===== config.mk =====
export PLATFORM = sky130hd
export DESIGN_NAME = serial_adder
export DESIGN_NICKNAME = d
export VERILOG_FILES = /design/src/rtl/serial_adder_pkg.sv /design/src/rtl/serial_adder_full_adder.sv /design/src/rtl/serial_adder.sv
export SDC_FILE = /design/constraint.sdc
export NUM_CORES = 1
export LEC_CHECK = 0
export CORE_UTILIZATION = 53
export CTS_CLUSTER_SIZE = 14
export DETAILED_ROUTE_END_ITERATION = 16
export PLACE_DENSITY = 0.93
export SYNTH_ARGS = -nofsm -noshare
export SYNTH_HDL_FRONTEND = slang
export SYNTH_HIERARCHICAL = 1
export SYNTH_SLANG_ARGS = --single-unit

===== constraint.sdc =====
create_clock -name clk -period 2.8 [get_ports clk]
set_input_delay 0.56 -clock clk [delete_from_list [all_inputs] [get_ports clk]]
set_output_delay 0.56 -clock clk [all_outputs]
set_load 0.01 [all_outputs]

===== src/rtl/serial_adder_pkg.sv =====
// Shared types and defaults for the bit-serial adder.
// The signed-overflow output is enabled by defining SERIAL_ADDER_OVF_EN.
package serial_adder_pkg;

   localparam int SA_DEFAULT_WIDTH = 8;

   typedef enum logic [1:0] {
      IDLE  = 2'd0,
      SHIFT = 2'd1,
      DONE  = 2'd2
   } sa_state_e;

endpackage


===== src/rtl/serial_adder_full_adder.sv =====
// One-bit full adder cell; the serial adder evaluates it once per shift cycle.
module Full_adder (
   input  logic a,
   input  logic b,
   input  logic cin,
   output logic sum,
   output logic cout
);

   assign sum  = a ^ b ^ cin;
   assign cout = (a & b) | (a & cin) | (b & cin);

endmodule


===== src/rtl/serial_adder.sv =====
// Bit-serial WIDTH-bit adder: one full-adder evaluation per clock, LSB first.
// Define SERIAL_ADDER_OVF_EN to add the registered signed-overflow output ovf.
module serial_adder
   import serial_adder_pkg::*;
#(
   parameter int WIDTH = SA_DEFAULT_WIDTH
) (
   input  logic             clk,
   input  logic             rst,
   input  logic             start,
   input  logic [WIDTH-1:0] a,
   input  logic [WIDTH-1:0] b,
   input  logic             cin,
   output logic             busy,
   output logic             done,
   output logic [WIDTH-1:0] sum,
   output logic             cout
`ifdef SERIAL_ADDER_OVF_EN
   ,
   output logic             ovf
`endif
);

   localparam int CNT_W = (WIDTH > 1) ? $clog2(WIDTH) : 1;
   localparam logic [CNT_W-1:0] LAST_BIT = CNT_W'(WIDTH - 1);

   sa_state_e        state_q;
   sa_state_e        state_d;
   logic [CNT_W-1:0] cnt_q;
   logic [WIDTH-1:0] opa_q;
   logic [WIDTH-1:0] opb_q;
   logic [WIDTH-2:0] sum_sr_q;
   logic             carry_q;
   logic             fa_sum;
   logic             fa_cout;
   logic             accept;
   logic             last;
   logic [WIDTH-1:0] sum_final;

   Full_adder u_fa (
      .a    (opa_q[0]),
      .b    (opb_q[0]),
      .cin  (carry_q),
      .sum  (fa_sum),
      .cout (fa_cout)
   );

   assign accept = (state_q == IDLE) && start;
   assign last   = (state_q == SHIFT) && (cnt_q == LAST_BIT);
   // The shift register holds the WIDTH-1 lower bits; the bit being produced completes the word.
   assign sum_final = {fa_sum, sum_sr_q};

   always_comb begin
      state_d = state_q;
      case (state_q)
         IDLE:    if (start) state_d = SHIFT;
         SHIFT:   if (cnt_q == LAST_BIT) state_d = DONE;
         DONE:    state_d = IDLE;
         default: state_d = IDLE;
      endcase
   end

   always_ff @(posedge clk or posedge rst) begin
      if (rst) begin
         state_q <= IDLE;
         cnt_q   <= '0;
      end else begin
         state_q <= state_d;
         if (accept) begin
            cnt_q <= '0;
         end else if (state_q == SHIFT) begin
            cnt_q <= cnt_q + 1'b1;
         end
      end
   end

   // Datapath registers carry no reset; they are always reloaded on an accepted start.
   always_ff @(posedge clk) begin
      if (accept) begin
         opa_q   <= a;
         opb_q   <= b;
         carry_q <= cin;
      end else if (state_q == SHIFT) begin
         opa_q   <= {1'b0, opa_q[WIDTH-1:1]};
         opb_q   <= {1'b0, opb_q[WIDTH-1:1]};
         carry_q <= fa_cout;
         for (int i = 0; i < WIDTH - 2; i++) begin
            sum_sr_q[i] <= sum_sr_q[i+1];
         end
         sum_sr_q[WIDTH-2] <= fa_sum;
      end
   end

   always_ff @(posedge clk or posedge rst) begin
      if (rst) begin
         sum  <= '0;
         cout <= 1'b0;
      end else if (last) begin
         sum  <= sum_final;
         cout <= fa_cout;
      end
   end

`ifdef SERIAL_ADDER_OVF_EN
   // On the last cycle carry_q is the carry into the MSB and fa_cout the carry out of it.
   always_ff @(posedge clk or posedge rst) begin
      if (rst) begin
         ovf <= 1'b0;
      end else if (last) begin
         ovf <= carry_q ^ fa_cout;
      end
   end
`endif

   assign busy = (state_q == SHIFT);
   assign done = (state_q == DONE);

endmodule


==> flow_metrics.tcl <==
set metrics [dict create \
    status "complete, no violations" \
    synth_top_cell_area_share_pct 47.80 \
    synth.cell_area_sq_mm 0.001508 \
    start_util_pct 58.21 \
    worst_slew_margin_rel_pct 58.04 \
    syn-num-nets 104 \
    worst-endpoint-arrival_ns 1.71 \
    power_mw 2.113 \
    synthDistinctLibCells 16 \
    hold_path_startpoint "sum_sr_q[3]$_DFFE_PP_" \
    number_of_global_route_vias_before_repair 816 \
    top_level_i_o_count 31 \
    synthesized_flop_and_latch_total 38 \
    timing.final.ws_setup_ns 0.5291 \
    drtAntennaViolNets 0 \
    finClkSkew_ns 0.01098 \
    setup_viol 0 \
    max_freq_mhz 440.4 \
    rsz0062_at_grt "no" \
    h-tree-depth 2 \
    fin_crit_sh_pct 81.10 \
    synth_compound_gate_area_share_pct 1.992 \
    synth_top_cell_by_area "edfxtp_1" \
    overflow 0 \
    hold_viol 0 \
    postCtsHoldBufs 0 \
    worstReg2RegEnd "sum[7]$_DFFE_PP0P_" \
    floorplan.die.height_microns 55.34 \
    detailroute.via_count 803 \
    detailed_place.area_sq_mm 0.001844 \
    place.port_buffers 30 \
    yosys-mux-area-fraction_pct 18.67 \
    timing.final.crit_period_ns 2.271 \
    tritoncts_buffers 5 \
    place.detailed.hpwl_microns 1598 \
    layout.cell_area.non_filler_sq_mm 0.001946 \
    clock_sinks 38 \
    clock_pin_slew_of_the_registers_on_the_worst_case_setup_and_hold_paths_ns 0.12 \
    min_to "sum_sr_q[2]$_DFFE_PP_" \
    initial_detailed_routing_violation_count 19 \
    cts.root.buffer_cell "clkbuf_4" \
    postCtsResizedCells 0 \
    worst_reg2reg_path_startpoint "cnt_q[0]$_DFFE_PP0P_" \
    cell_depth_of_the_worst_flop_to_flop_path 4 \
    row_count 18 \
    power_leakage_nw 0.7855 \
    gp_congestion 0.7183 \
    clock_tree_from_tritoncts "done" \
    cp_max_fo 11 \
    ff2ff_setup_slack_ns 1.08 \
    insertion_delay_ns 0.33 \
    synth_simple_gate_area_share_pct 3.485 \
    cts.path.max_buffers 2 \
    totalNegativeSetupSlack_ns 0 \
    synth-xor-area-share_pct 0 \
    worst_hold_path_type "flop to flop" \
    dieArea_sq_mm 0.003062 \
    num-nets-final 141 \
    layout-drive-gt1-share_pct 30.25 \
    grt_start_max_net_pins 18 \
    dieWidth_microns 55.34 \
    route.detailed.wl_per_inst_microns 14.77 \
    drt-vias-per-instance 5.389 \
    pwr_density_cell_mw_per_mm2 1086 \
    peakVddDrop_mv 0.7408 \
    crit_start "state_q[0]$_DFFE_PP0P_" \
    start_kind "flop" \
    cts_post_setup_buffers_inserted 0 \
    syn-mean-instance-area_sq_um 18.61 \
    min_delay_path_depth 0 \
    grt_usage_pct 16.69 \
    area_growth_pct 29.05 \
    grt_pass1_wl_microns 3822 \
    post-place-ws_ns 0.6885 \
    antenna_found_initial 0 \
    yosys_warnings 6 \
    synthesis.instances 81 \
    wl_microns 2201 \
    seq_area_frac_synth_pct 71.04 \
    endpoint_required_time_on_the_critical_path_ns 2.24 \
    finalMaxSlewViolations 0 \
    most_common_cell_after_layout_fill_and_taps_aside "clkdlybuf4s50_1" \
    ys_top_cells_by_area "edfxtp_1 (48%), dfrtp_1 (23%), mux2_2 (19%), ha_1 (1.7%), fa_1 (1.3%)" \
    worst-slew-pin-transition_ns 0.6288 \
    post-route-drc-count 0 \
    dr.pass1.iters 4 \
    core-area_sq_mm 0.002590 \
    cap_viol_max_count 0 \
    number_of_fillers_in_the_final_layout 163 \
    arithmetic_cell_share_of_the_synthesized_area_counting_full_adders_half_adders_and_majority_gates_pct 2.988 \
    layout_common_cells "clkdlybuf4s50_1 (30), mux2_2 (25), edfxtp_1 (24), dfrtp_1 (14), clkbuf_4 (5)" \
    worstSetupPathType "flop to output port" \
    antenna_cells 0 \
    combinational_family_with_the_most_area_after_synthesis "multiplexers" \
    critPathCaptureType "output port" \
]
[stage by stage]
stage | std cells | util [%] | hold slack, ns
floorplan | 81 | - | 0.4222
global placement | 141 | 71.21 | 0.4273
detailed placement | 141 | 71.21 | 0.4459
CTS | 149 | 75.12 | 0.4650
global route | 149 | 75.12 | 0.4836
finish | 149 | 75.12 | 0.4572
[routing by layer]
| metal | global-route usage (%) | up-vias | routed length, microns |
|---|---|---|---|
| li1 | - | 375 | - |
| met1 | 21.26 | 389 | 952 |
| met2 | 25.30 | 32 | 1070 |
| met3 | 5.855 | 7 | 128 |
| met4 | 8.571 | 0 | 50 |
| met5 | 0 | - | 0 |
[how the worst max path moves through the flow]
| stage | to | slack, ns | cells past startpoint |
|---|---|---|---|
| 2_1_floorplan | opa_q[0]$_DFFE_PP_ | 1.15 | 3 |
| 4_1_cts | busy | 0.51 | 3 |
| 5_1_grt | busy | 0.42 | 3 |
| 3_5_place_dp | opb_q[5]$_DFFE_PP_ | 0.69 | 3 |
| 3_3_place_gp | opa_q[3]$_DFFE_PP_ | 0.72 | 4 |
| 6_report | busy | 0.53 | 3 |
[kinds of logic after synthesis]
| family | count (synthesis) |
|---|---|
| buffers and inverters | 5 |
| AOI/OAI and AO/OA | 4 |
| and+or+nand+nor | 6 |
| DFF | 38 |
| muxes | 25 |
| adders and majority gates | 3 |
[Yosys cell counts]
library cell  instances
o21bai_1              1
nand3b_1              1
fa_1                  1
dfrtp_1              14
edfxtp_1             24
ha_1                  2
and2b_1               1
a21oi_1               1
a22o_1                2
and2_1                2
nor3b_4               1
buf_6                 1
buf_2                 1
inv_1                 3
nor2b_1               1
mux2_2               25
[critical path, cell delays in order (launching register included)]
cell and delay (ns):
dfrtp_1 0.47, nor2b_1 0.16, buf_4 0.19, clkdlybuf4s50_1 0.55
[area by class of cell]
type                       instances  area [sq um]  area share (%)
clock buffer                       8         101.3           5.209
inverter                           3         11.26          0.5788
multi-input combinational         38         409.1           21.03
sequential                        38          1071           55.05
tap                               30         37.54           1.929
timing repair buffer              32         315.3           16.21
[sequential cells by signal, indices dropped and copies added, names as in the netlist]
| register | cells |
|---|---|
| carry_q | 1 |
| cnt_q | 3 |
| cout | 1 |
| opa_q | 8 |
| opb_q | 8 |
| state_q | 2 |
| sum | 8 |
| sum_sr_q | 7 |
[report_power, final]
part / switching, mW / leakage [nW] / internal [mW]
Clock: 0.173 / 0.0548 / 0.231
Combinational: 0.243 / 0.305 / 0.384
Sequential: 0.126 / 0.426 / 0.956
Power figures use the tool's default switching activity.
